--- src/rtl/if_fetch_ctrl.sv ---
// if_fetch_ctrl: IF-stage sequencer that fetches each 32-bit instruction as four byte reads
// over the shared 8-bit memory port and steers the PC register via Pass/Hold.
module if_fetch_ctrl (
    input  logic        clk,
    input  logic        rst,
    input  logic [31:0] pc_i,
    input  logic        branch_error,
    input  logic [1:0]  stall_if_i,
    input  logic        mem_grant_i,
    input  logic [7:0]  mem_din_i,
    output logic        mem_req_o,
    output logic [31:0] mem_addr_o,
    output logic [1:0]  pc_stall_o,
    output logic [31:0] npc_o,
    output logic [31:0] inst_o,
    output logic [31:0] inst_pc_o,
    output logic        inst_valid_o
);
    localparam logic [1:0] PASS = 2'b00, HOLD = 2'b01;
    typedef enum logic [1:0] {IDLE, FETCH, DONE} state_t;
    state_t           state_q, state_d;
    logic [31:0]      fetch_pc_q, fetch_pc_d;
    logic [2:0]       issue_cnt_q, issue_cnt_d, recv_cnt_q, recv_cnt_d;
    logic             in_flight_q, in_flight_d;
    logic [3:0][7:0]  b_q, b_d;
    always_comb begin
        state_d     = state_q;
        fetch_pc_d  = fetch_pc_q;
        issue_cnt_d = issue_cnt_q;
        recv_cnt_d  = recv_cnt_q;
        in_flight_d = 1'b0;
        b_d         = b_q;
        mem_req_o   = state_q == FETCH && issue_cnt_q < 3'd4;
        mem_addr_o  = fetch_pc_q + {29'd0, issue_cnt_q};
        pc_stall_o  = (state_q == DONE && stall_if_i == PASS) ? PASS : HOLD;
        case (state_q)
            IDLE: begin
                fetch_pc_d  = pc_i;
                issue_cnt_d = 3'd0;
                recv_cnt_d  = 3'd0;
                state_d     = FETCH;
            end
            FETCH: begin
                if (mem_req_o && mem_grant_i) begin
                    issue_cnt_d = issue_cnt_q + 3'd1;
                    in_flight_d = 1'b1;
                end
                // a byte returns exactly one cycle after its granted address
                if (in_flight_q) begin
                    b_d[recv_cnt_q[1:0]] = mem_din_i;
                    recv_cnt_d           = recv_cnt_q + 3'd1;
                    state_d              = recv_cnt_q == 3'd3 ? DONE : FETCH;
                end
            end
            DONE:    state_d = stall_if_i == HOLD ? DONE : IDLE;
            default: state_d = IDLE;
        endcase
        if (branch_error) begin
            state_d     = IDLE;
            in_flight_d = 1'b0;
        end
    end
    always_ff @(posedge clk or posedge rst) begin
        if (rst) begin
            state_q     <= IDLE;
            fetch_pc_q  <= '0;
            issue_cnt_q <= '0;
            recv_cnt_q  <= '0;
            in_flight_q <= 1'b0;
            b_q         <= '0;
        end else begin
            state_q     <= state_d;
            fetch_pc_q  <= fetch_pc_d;
            issue_cnt_q <= issue_cnt_d;
            recv_cnt_q  <= recv_cnt_d;
            in_flight_q <= in_flight_d;
            b_q         <= b_d;
        end
    end
    assign npc_o        = fetch_pc_q + 32'd4;
    assign inst_o       = b_q;
    assign inst_pc_o    = fetch_pc_q;
    assign inst_valid_o = state_q == DONE;
endmodule

--- config.mk ---
export PLATFORM = sky130hd
export DESIGN_NAME = if_fetch_ctrl
export DESIGN_NICKNAME = d
export VERILOG_FILES = /design/src/rtl/if_fetch_ctrl.sv
export SDC_FILE = /design/constraint.sdc
export NUM_CORES = 1
export LEC_CHECK = 0
export ABC_AREA = 0
export BUFFER_PORTS_ARGS = -buffer_cell sky130_fd_sc_hd__buf_2
export CAP_MARGIN = 20
export CORE_MARGIN = 2
export CORE_UTILIZATION = 30
export DETAILED_ROUTE_END_ITERATION = 7
export GPL_TIMING_DRIVEN = 0
export PLACE_DENSITY = 0.61
export SLEW_MARGIN = 20
export SYNTH_ARGS = -nofsm -noshare
export SYNTH_HDL_FRONTEND = slang
export SYNTH_SLANG_ARGS = --single-unit
--- constraint.sdc ---
create_clock -name clk -period 3.6 [get_ports clk]
set_input_delay 1.08 -clock clk [delete_from_list [all_inputs] [get_ports clk]]
set_output_delay 1.08 -clock clk [all_outputs]
set_load 0.02 [all_outputs]
Word-level counts from Yosys, hierarchy flattened

Index checks and enable logic that the tools add are counted.

Logic and storage cells: 49
Output and inout bits: 132
Register bits after elaboration: 73
Input bits: 46

Equality and inequality tests: 7
Multiplexer cells: 16
Add/subtract/negate cells: 4
Reduce and logical (&&, ||, !) cells: 10
Order comparisons: 3

Operator list:

| cell                  | count |
|---|---|
| $add 32x3->32         | 1 |
| $add 32x3->32 const B | 1 |
| $bwmux 32             | 1 |
| $demux 8 s2           | 1 |
| $pmux 3 s2            | 2 |
| $mux 2                | 4 |
| $mux 8                | 1 |
| $add 3x1->3 const B   | 2 |
| $mux 3                | 2 |
| $pmux 2 s3            | 1 |
| $reduce_and 2->1      | 3 |
| $eq 2x1->1 const B    | 2 |
| $logic_and 1x1->1     | 4 |
| $logic_not 2->1       | 2 |
| $mux 1                | 4 |
| $eq 3x2->1 const B    | 1 |
| $lt 2x3->1 const B    | 1 |
| $lt 3x3->1 const B    | 1 |
| $ne 3x3->1 const B    | 1 |
| $eq 2x2->1 const B    | 1 |
| $ge 2x1->1 const B    | 1 |
| $ne 2x1->1 const B    | 1 |
| $ne 2x2->1 const B    | 1 |
| $reduce_bool 2->1     | 1 |

Logic depth before layout (Yosys ltp)

Gate-level depths: netlist of run 1.

Depth in word-level cells: 6
Gate-level depth with buffers: 7
Gate-level depth less buffers: 7

Least setup slack after synthesis of run 1

No wires, ideal clock.

Path type: reg-to-output
Start point: register fetch_pc_q[1] (netlist: inst_pc_o[1])
End point: output port mem_addr_o[31]
Data arrival time: 2032 ps
Data required time: 2520 ps
Stages on the path, launching flop included: 7
Path buffers: 0
Setup slack: 488 ps
Cell sequence: dfrtp_1 > ha_1 > a21o_1 > a21oi_1 > nor4_4 > nand4_1 > xnor2_1

Longest elaborated chain between the ends: 1

Ends and longest elaborated chain:

| what                   | RTL line | RTL |
|---|---|---|
| from (decl)            | 22       | `logic [31:0] fetch_pc_q, fetch_pc_d;` |
| from (signal assigned) | 73       | `fetch_pc_q <= fetch_pc_d;` |
| $add 32x3->32          | 34       | `mem_addr_o = fetch_pc_q + {29'd0, issue_cnt_q};` |
| to (decl)              | 12       | `output logic [31:0] mem_addr_o,` |

Every way passes these cells.

Worst setup path in the final report of run 1

Start point: register fetch_pc_q[4] (netlist: inst_pc_o[4])
End point: output port npc_o[30]

Longest elaborated chain between the ends: 1

Ends and longest elaborated chain:

| what          | RTL line | RTL |
|---|---|---|
| $add 32x3->32 | 80       | `assign npc_o = fetch_pc_q + 32'd4;` |
| to (decl)     | 14       | `output logic [31:0] npc_o,` |

Every way passes these cells.

==> reports/qor.yml, run 1 <==
status: "complete, no violations"
end_kind: "primary output"
antenna_found_initial: 1
grt_pass1_vias: 3468
rsz0062_at_grt: "no"
slowest_delay_ns: 0.57
cts_hold_buf: 0
ys_seq_area_share_pct: 45.0
cts_num_sinks: 73
p_leak_uw: 0.00262
timing.final.crit_period_ns: 3.46
min-delay-start: "inst_o[16]"
grt_first_pass_wirelength_um: 17700
finalWorstSetupSlack_ns: 0.143
cts_max_level: 3
port-buffer-count: 176
final_layout_size_suffix_gt1_share_pct: 51.5
reg2reg_from: "state_q[1]"
hold_class: "reg -> reg"
drtPass1Iterations: 6
syn_inst: 371
synth_top_area_share_pct: 45.0
detail_route.iter0.violations: 156
grt-busiest-layer: "met2"
path_cells: "buf_2 -> and3_1 -> and2_2 -> nand3_4 -> or4_1 -> xnor2_1 -> buf_2"
start_util_pct: 30.6
gp_congestion: 0.810
met3_usage_pct: 5.61
reg2reg_to: "inst_pc_o[28]"
drv_cap: 0
core-area_mm2: 0.0132
final_area_mm2: 0.00558
route.detailed.drc: 0
hpwl_um: 8800
totalWireLength_um: 11500
vdd.ir_drop.worst_mv: 0.348
worst_path_most_repeated_cell: "buf_2"
hold-path-cell-count: 1
crit_path_start_kind: "flop"
slowest_stage: "or4_1"
avgViaCountPerCell: 4.72
holdPathEnd: "inst_o[16]"
r2r_cells: 5
placed_area_mm2: 0.00519
grt_use_met2_pct: 26.7
area_delta_synth_final_pct: 37.6
place_ws_ns: 0.190
layout.nets: 619
cp_top_family: "simple AND/OR/NAND/NOR gates"
synth_warnings: 0
critPathMaxFanout: 9
clock_latency_ns: 0.34
clk_pin_slew_worst_paths_ns: 0.06
post_drt_wl_per_cell_um: 15.4
grt_max_degree: 48
power_density_mw_per_mm2: 462
worst_slew_pin_slew_ns: 0.690
die_y_um: 120
die-area_mm2: 0.0145
rows: 42
finClkSkew_ns: 0.00704
cts_buffer_depth: 2
cts_made_buffers: 9
root_buffer: "clkbuf_16"
synth_area_leaders: "dfrtp_1 45%, mux2_2 17%, xnor2_1 6.7%"
arrival_ns: 2.38
via_count: 3510
fillers: 1299
syn-num-nets: 428
required_ns: 2.52
overflow: 0
r2r_slack_ns: 1.69
synth-seq-cells: 73
cts_tree: "built"
setup_viol: 0
hold_viol: 0
power_uw: 2580
synth.distinct_cells: 43
synth_largest_area_cell: "dfrtp_1"
crit_buf_inv: 2
pin_count: 178
crit_type: "reg -> out"
grt_use_met1_pct: 18.7
syn_area_mm2: 0.00406
slew_viol_final: 0
avgSynthCellArea_um2: 10.9
track_usage_pct: 15.9
fin_crit_sh_pct: 96.0
postRouteAntennaNets: 0
max_slew_margin_pct: 54.0
fmax_ghz: 0.289
dieWidth_um: 120
==> cells in the mapped netlist, drive strengths merged <==
cell / n
dfrtp: 73
mux2: 61
xnor2: 31
nand2: 30
nor2: 30
xor2: 27
nand4: 15
buf: 14
nand3: 13
clkbuf: 10
ha: 10
inv: 9
o21ai: 8
nor3: 7
and3: 4
and4: 4
nor4: 4
a21oi: 2
and2: 2
nand2b: 2
nand3b: 2
a21o: 1
a311oi: 1
a31oi: 1
a32oi: 1
conb: 1
fa: 1
nor2b: 1
nor3b: 1
o31ai: 1
or2: 1
or2b: 1
or3: 1
or4: 1
==> worst max-delay path by stage <==
| stage | from | cells past startpoint | end | slack, ns |
|---|---|---|---|---|
| 2_1_floorplan | inst_pc_o[1] | 6 | mem_addr_o[31] | 0.49 |
| 3_3_place_gp | rst | 2 | inst_pc_o[13] | -0.31 |
| 3_5_place_dp | inst_pc_o[1] | 7 | mem_addr_o[25] | 0.19 |
| 4_1_cts | inst_pc_o[4] | 7 | mem_addr_o[30] | 0.02 |
| 5_1_grt | inst_pc_o[0] | 8 | mem_addr_o[20] | 0.002 |
| 6_report | inst_pc_o[4] | 7 | npc_o[30] | 0.14 |
==> routing by layer <==
metal | share of wire [%] | up-vias
met2 | 49 | 138
li1 | - | 1658
met5 | 0 | -
met3 | 9.3 | 11
met1 | 41 | 1703
met4 | 1.4 | 0
==> placed cells by master (no fill, tap or decap), types with 2 or more instances in the layout <==
master / count
and3_1: 4
and4_1: 3
buf_2: 184
buf_4: 10
clkbuf_1: 8
clkbuf_16: 9
clkinv_4: 3
dfrtp_1: 69
dfrtp_2: 4
ha_1: 9
inv_1: 8
mux2_2: 61
nand2_1: 30
nand2b_1: 2
nand3_1: 10
nand3_4: 3
nand3b_1: 2
nand4_1: 15
nor2_1: 28
nor2_2: 2
nor3_1: 6
nor4_1: 2
nor4_4: 2
o21ai_0: 8
xnor2_1: 31
xor2_1: 27
==> metrics by stage <==
step	setup TNS [ns]	hold slack, ns	std cells	utilization (%)
after detailed placement	0	0.487	724	39.2
after floorplan	0	0.489	371	-
after global routing	0	0.523	743	42.1
final	0	0.503	744	42.2
after global placement	-22.35	0.484	723	39.0
after CTS	0	0.508	740	41.6
==> layout make-up <==
cell class | instances | area, um^2 | share of cell area (%)
Multi-Input combinational cell | 265 | 2130 | 38.2
Sequential cell | 73 | 1830 | 32.8
Timing Repair Buffer | 182 | 948 | 17.0
Clock buffer | 10 | 229 | 4.10
Tap cell | 176 | 220 | 3.94
Buffer | 22 | 114 | 2.04
Clock inverter | 6 | 68.8 | 1.23
Inverter | 9 | 36.3 | 0.650
Antenna cell | 1 | 2.50 | 0.0448
==> cell families after synthesis <==
| logic type | after synthesis | share of synthesized area [%] |
|---|---|---|
| AND/OR/NAND/NOR | 119 | 15.9 |
| flip-flops | 73 | 45.0 |
| multiplexers | 61 | 16.9 |
| XOR/XNOR | 58 | 12.5 |
| buffers and inverters | 33 | 3.76 |
| AO/OA/AOI/OAI | 15 | 2.19 |
| adder cells (fa/ha/maj) | 11 | 3.58 |
| other | 1 | 0.0924 |
==> timing repair <==
action / in CTS / in global routing
pin swaps: 0 / 8
buffers inserted: 0 / 5
gates resized for setup: 4 / 11
cloned: 0 / 0
endpoints found under the setup margin: 22 / 21
==> flip-flops by register name, summed over array words and instances, names as in the netlist <==
register,count
recv_cnt_q,3
in_flight_q,1
inst_pc_o,32
state_q,2
issue_cnt_q,3
inst_o,32
==> worst reg2reg max path, cell delays in order, from the launching register on <==
cell and delay [ns]:
dfrtp_1 0.36, clkbuf_1 0.20, nor2_1 0.16, buf_2 0.29, clkbuf_1 0.41, mux2_2 0.38
==> power breakdown <==
group | switching (uW) | internal (uW)
clock | 353 | 539
combinational | 432 | 271
sequential | 77.8 | 908
No activity file was read; power rests on OpenSTA's default activity.
==> run 2, diff against run 1 <==
--- a/config.mk
+++ b/config.mk
@@ -6,13 +6,13 @@
 export NUM_CORES = 1
 export LEC_CHECK = 0
 export ABC_AREA = 0
-export BUFFER_PORTS_ARGS = -buffer_cell sky130_fd_sc_hd__buf_2
-export CAP_MARGIN = 20
+export CAP_MARGIN = 40
 export CORE_MARGIN = 2
 export CORE_UTILIZATION = 30
 export DETAILED_ROUTE_END_ITERATION = 7
+export DONT_BUFFER_PORTS = 1
 export GPL_TIMING_DRIVEN = 0
-export PLACE_DENSITY = 0.61
+export PLACE_DENSITY = 0.5
 export SLEW_MARGIN = 20
 export SYNTH_ARGS = -nofsm -noshare
 export SYNTH_HDL_FRONTEND = slang
==> run 2 against run 1 <==
Net effect: global-route usage down 0.38 points; highest routed layer unchanged; die area unchanged; sequential power up 14%; worst setup slack worse by 0.063 ns; hold slack better by 0.035 ns; sequential cell count unchanged; utilization down 4.7 points; via count down 19%.
==> reports/qor.yml, run 2 (same netlist as run 1, synthesis figures left out) <==
rsz0062_at_grt: "no"
start_util_pct: 30.6  # unchanged
die_y_um: 120  # unchanged
hold_class: "reg -> reg"
required_ns: 2.52  # about the same
setup_viol: 0  # unchanged
path_cells: "buf_2 -> and4_4 -> nand3_4 -> nor4_4 -> buf_4 -> nand4_1 -> xnor2_2"
grt_max_degree: 50  # +4.2%
p_int_uw: 1600  # -6.9%
arrival_ns: 2.44  # +0.06 ns
detail_route.iter0.violations: 124  # -21%
post_drt_wl_per_cell_um: 19.7  # +28%
route.detailed.drc: 0  # unchanged
postRouteAntennaNets: 0  # unchanged
cts_tree: "built"
switchingPower_uw: 839  # -2.8%
slowest_stage: "dfrtp_2"
grt_pass1_vias: 2894  # -17%
gp_congestion: 0.769  # -5.0%
power_uw: 2440  # -5.6%
layout.nets: 445  # -28%
rows: 42  # unchanged
slew_viol_final: 0  # unchanged
port-buffer-count: 0  # -100%
fin_crit_sh_pct: 97.8  # +1.8 points
root_buffer: "clkbuf_16"
worst_slew_pin_slew_ns: 0.734  # +0.0435 ns
cts_made_buffers: 9  # unchanged
status: "complete, no violations"
power.share.switching_pct: 34.4  # +0.98 points
fmax_ghz: 0.284  # -1.8%
hold_viol: 0  # unchanged
clk_pin_slew_worst_paths_ns: 0.06  # about the same
drtPass1Iterations: 4  # -2
overflow: 0  # unchanged
critPathMaxFanout: 8  # -1
fillers: 1301  # +0.15%
via_count: 2838  # -19%
core-area_mm2: 0.0132  # unchanged
crit_type: "reg -> out"
cts_num_sinks: 73  # unchanged
layout.cells.most_common: "mux2_2"
antenna_found_initial: 1  # unchanged
power_density_mw_per_mm2: 491  # +6.4%
die-area_mm2: 0.0145  # unchanged
drv_cap: 0  # unchanged
final_cell_mix: "61 x mux2_2, 55 x dfrtp_1, 30 x nand2_1, 27 x nor2_1"
post-route-util_pct: 37.4  # -4.7 points
end_kind: "primary output"
track_usage_pct: 15.5  # -0.38 points
crit_path_start_kind: "flop"
dieWidth_um: 120  # unchanged
pwr-share-comb_pct: 18.3  # -9.0 points
slowest_delay_ns: 0.43  # -0.14 ns
totalWireLength_um: 11200  # -2.3%
timing.final.crit_period_ns: 3.52  # +0.0632 ns
clock_latency_ns: 0.34  # about the same
avgViaCountPerCell: 4.98  # +5.5%
pin_count: 178  # unchanged
area_delta_synth_final_pct: 22.2
final_layout_size_suffix_gt1_share_pct: 42.2  # -9.3 points
cts_buffer_depth: 2  # unchanged
vdd.ir_drop.worst_mv: 0.292  # -16%
cts_max_level: 3  # unchanged
finClkSkew_ns: 0.00668  # -0.000361 ns
p_leak_uw: 0.00205  # -22%
max_slew_margin_pct: 51.1  # -2.9 points
hpwl_um: 8320  # -5.4%
clkPwrFrac_pct: 35.9  # +1.4 points
pwr-share-seq_pct: 45.8  # +7.6 points
grt_first_pass_wirelength_um: 17000  # -4.0%
## run 2: cell types whose count changed in the layout (fill, tap and decap cells not counted), moves of 2 or more
cell      change
buf_2       -177
xnor2_1      -16
xnor2_2      +16
dfrtp_1      -14
dfrtp_2      +14
xor2_1        -9
xor2_2        +9
clkbuf_4      +5
clkbuf_1      -4
clkbuf_8      +3
clkinv_4      -2
nor4_1        -2
nor4_2        +2
## run 2: worst paths after layout
check,from,endpoint,slack [ns],cells after the start
min reg2reg,recv_cnt_q[2],recv_cnt_q[2],0.54,2
max,inst_pc_o[8],mem_addr_o[31],0.08,7
min,recv_cnt_q[2],recv_cnt_q[2],0.54,2
min in group asynchronous,rst,inst_pc_o[0],0.59,1
max in group asynchronous,rst,inst_pc_o[21],2.42,2
max reg2reg,state_q[1],inst_pc_o[28],1.65,5
## run 2: critical path: cells and delay by family (launching register included)
family,cells,cell delay (ns)
XOR/XNOR,1,0.38
buffers and inverters,2,0.41
AND/OR/NAND/NOR,4,0.88
flip-flops,1,0.43
## run 2: through the flow
stage	cell area [um^2]	setup TNS [ns]	hold WS [ns]	setup WS, ns	cells
detailed placement	4310	0	0.528	0.0152	548
global route	4960	0	0.592	0.00472	569
finish	4960	0	0.538	0.0800	570
global placement	4280	-19.75	0.526	-0.274	547
floorplan	4060	0	0.489	0.488	371
CTS	4850	0	0.539	0.000909	568
## run 2: cell type report
class / instances / area [um^2] / area share (%)
Inverter: 9 / 36.3 / 0.732
Buffer: 24 / 143 / 2.88
Sequential cell: 73 / 1850 / 37.3
Clock inverter: 4 / 26.3 / 0.530
Antenna cell: 1 / 2.50 / 0.0505
Tap cell: 176 / 220 / 4.44
Multi-Input combinational cell: 265 / 2350 / 47.4
Timing Repair Buffer: 6 / 65.1 / 1.31
Clock buffer: 12 / 267 / 5.37
## run 2: power by group through the flow
stage / combinational (uW) / sequential (uW) / clock (uW)
4_1_cts: 440 / 1110 / 904
2_1_floorplan: 356 / 1080 / 0
3_5_place_dp: 415 / 1120 / 0
6_report: 447 / 1120 / 874
3_3_place_gp: 405 / 1120 / 0
5_1_grt: 480 / 1130 / 938
## run 2: timing repair
action	in CTS	in global routing
buffers inserted	4	1
hold endpoints to repair	0	0
setup endpoints to repair	34	23
gates resized for setup	43	31
hold buffers	0	0
gates cloned	0	0
pin swaps	4	4
## run 2: routing by layer
| layer | wire length [um] | track usage (%) | vias to the layer above |
|---|---|---|---|
| met2 | 5330 | 25.1 | 140 |
| met3 | 1280 | 6.98 | 12 |
| met5 | 0 | 0 | - |
| met1 | 4470 | 18.3 | 1385 |
| li1 | - | - | 1301 |
| met4 | 152 | 5.01 | 0 |
==> run 3, diff against run 2 <==
==> constraint.sdc (replaced) <==
create_clock -name clk -period 3.57 [get_ports clk]
set_input_delay 1.071 -clock clk [delete_from_list [all_inputs] [get_ports clk]]
set_output_delay 1.071 -clock clk [all_outputs]
set_load 0.02 [all_outputs]
==> run 3 against run 2 <==
Net effect: hold slack unchanged; largest cell class unchanged; first-iteration DRC count increased by 31%; sequential share of layout area decreased by 0.11 points; non-clock buffer count unchanged; die area unchanged; via count increased by 0.46%.
==> reports/qor.yml, run 3 (same netlist as run 1, synthesis figures left out) <==
power_density_mw_per_mm2: 494  # +0.56%
drv_cap: 0  # unchanged
via_count: 2851  # +0.46%
cts_made_buffers: 9  # unchanged
power_uw: 2460  # +0.79%
dieWidth_um: 120  # unchanged
regArea_mm2: 0.00185  # about the same
pin_count: 178  # unchanged
fillers: 1310  # +0.69%
track_usage_pct: 15.6  # +0.082 points
worst_slew_pin_slew_ns: 0.736  # +0.00269 ns
final_layout_size_suffix_gt1_share_pct: 42.5  # +0.25 points
timing.final.crit_period_ns: 3.48
gp_congestion: 0.769  # unchanged
slew_viol_final: 0  # unchanged
p_leak_uw: 0.00206  # +0.39%
fmax_ghz: 0.288
status: "complete, no violations"
area_delta_synth_final_pct: 22.5
finalWorstSetupSlack_ns: 0.0934  # +0.0134 ns
detail_route.iter0.violations: 162  # +31%
setup_tns_ns: 0  # unchanged
drtPass1Iterations: 4  # unchanged
critPathMaxFanout: 8  # unchanged
rows: 42  # unchanged
root_buffer: "clkbuf_16"
grt_pass1_vias: 2889  # -0.17%
setup_viol: 0  # unchanged
final_cell_mix: "61 x mux2_2, 56 x dfrtp_1, 30 x nand2_1, 27 x nor2_1"
cts_tree: "built"
multi_input_comb_area_mm2: 0.00236  # +0.64%
layout.nets: 445  # unchanged
vdd.ir_drop.worst_mv: 0.295  # +0.84%
hpwl_um: 8320  # unchanged
start_util_pct: 30.6  # unchanged
clock_latency_ns: 0.34  # about the same
arrival_ns: 2.41  # -0.03 ns
grt_max_degree: 50  # unchanged
clk_pin_slew_worst_paths_ns: 0.06  # about the same
avgViaCountPerCell: 5.00  # +0.46%
grt_first_pass_wirelength_um: 17100  # +0.20%
crit_path_start_kind: "flop"
layout.cells.most_common: "mux2_2"
cts_max_level: 3  # unchanged
overflow: 0  # unchanged
max_slew_margin_pct: 50.9  # -0.18 points
end_kind: "primary output"
hold_viol: 0  # unchanged
place_ws_ns: -0.00576  # -0.0210 ns
port-buffer-count: 0  # unchanged
hold_class: "reg -> reg"
totalWireLength_um: 11300  # +0.76%
crit_type: "reg -> out"
rsz0062_at_grt: "yes"
post_drt_wl_per_cell_um: 19.8  # +0.76%
cts_buffer_depth: 2  # unchanged
timing.hold.ws_ns: 0.538  # unchanged
die_y_um: 120  # unchanged
core-area_mm2: 0.0132  # unchanged
cts_num_sinks: 73  # unchanged
route.detailed.drc: 0  # unchanged
required_ns: 2.50  # -0.02 ns
finClkSkew_ns: 0.00640  # -0.000282 ns
fin_crit_sh_pct: 97.4
cts_hold_buf: 0  # unchanged
postRouteAntennaNets: 0  # unchanged
die-area_mm2: 0.0145  # unchanged
antenna_found_initial: 1  # unchanged
==> run 3: power breakdown <==
group	switching, uW	leakage, uW	total (uW)	internal (uW)
Combinational	283	0.00106	451	168
Clock	354	0.000145	880	526
Sequential	208	0.000852	1120	917
Total	844	0.00206	2460	1610
==> run 3: stage by stage <==
step	cell area, um^2	utilization [%]	cells
6_report	4970	37.5	570
5_1_grt	4970	37.5	569
4_1_cts	4870	36.8	569
3_5_place_dp	4310	32.5	548
3_3_place_gp	4280	32.3	547
2_1_floorplan	4060	-	371
==> run 3: path summary, 6_finish.rpt <==
| path | from | to | slack (ns) | depth (start not counted) |
|---|---|---|---|---|
| setup / recovery | inst_pc_o[8] | mem_addr_o[31] | 0.09 | 7 |
| max in group asynchronous | rst | inst_pc_o[18] | 2.39 | 2 |
| hold reg to reg | recv_cnt_q[2] | recv_cnt_q[2] | 0.54 | 2 |
| setup reg to reg | state_q[1] | inst_pc_o[28] | 1.62 | 5 |
| hold / removal | recv_cnt_q[2] | recv_cnt_q[2] | 0.54 | 2 |
| min in group asynchronous | rst | inst_pc_o[0] | 0.59 | 1 |
==> run 3: layout make-up <==
| cell class | count | area share (%) |
|---|---|---|
| antenna | 1 | 0.0504 |
| buffer | 24 | 2.82 |
| clock buffer | 12 | 5.36 |
| clock inverter | 4 | 0.529 |
| inverter | 9 | 0.730 |
| multi-input combinational | 265 | 47.6 |
| sequential | 73 | 37.2 |
| tap | 176 | 4.43 |
| timing repair buffer | 6 | 1.31 |
==> run 3: worst max-delay path, cell delays in order (launching register included) <==
cell and delay [ns]:
dfrtp_2 0.42, clkbuf_4 0.21, and4_4 0.29, nand3_4 0.15, nor4_4 0.27, buf_4 0.19, nand4_1 0.16, xnor2_2 0.38
==> run 3: timing repair <==
item	CTS	global route
pin swaps	6	3
buffers inserted	5	0
gates resized for setup	45	29
endpoints found under the setup margin	35	30
==> run 3: per-layer routing <==
metal / global-route usage (%) / share of wire, % / vias up
li1: - / - / 1301
met5: 0 / 0 / -
met4: 5.01 / 1.3 / 0
met3: 6.98 / 11 / 10
met1: 18.2 / 40 / 1408
met2: 25.5 / 48 / 132
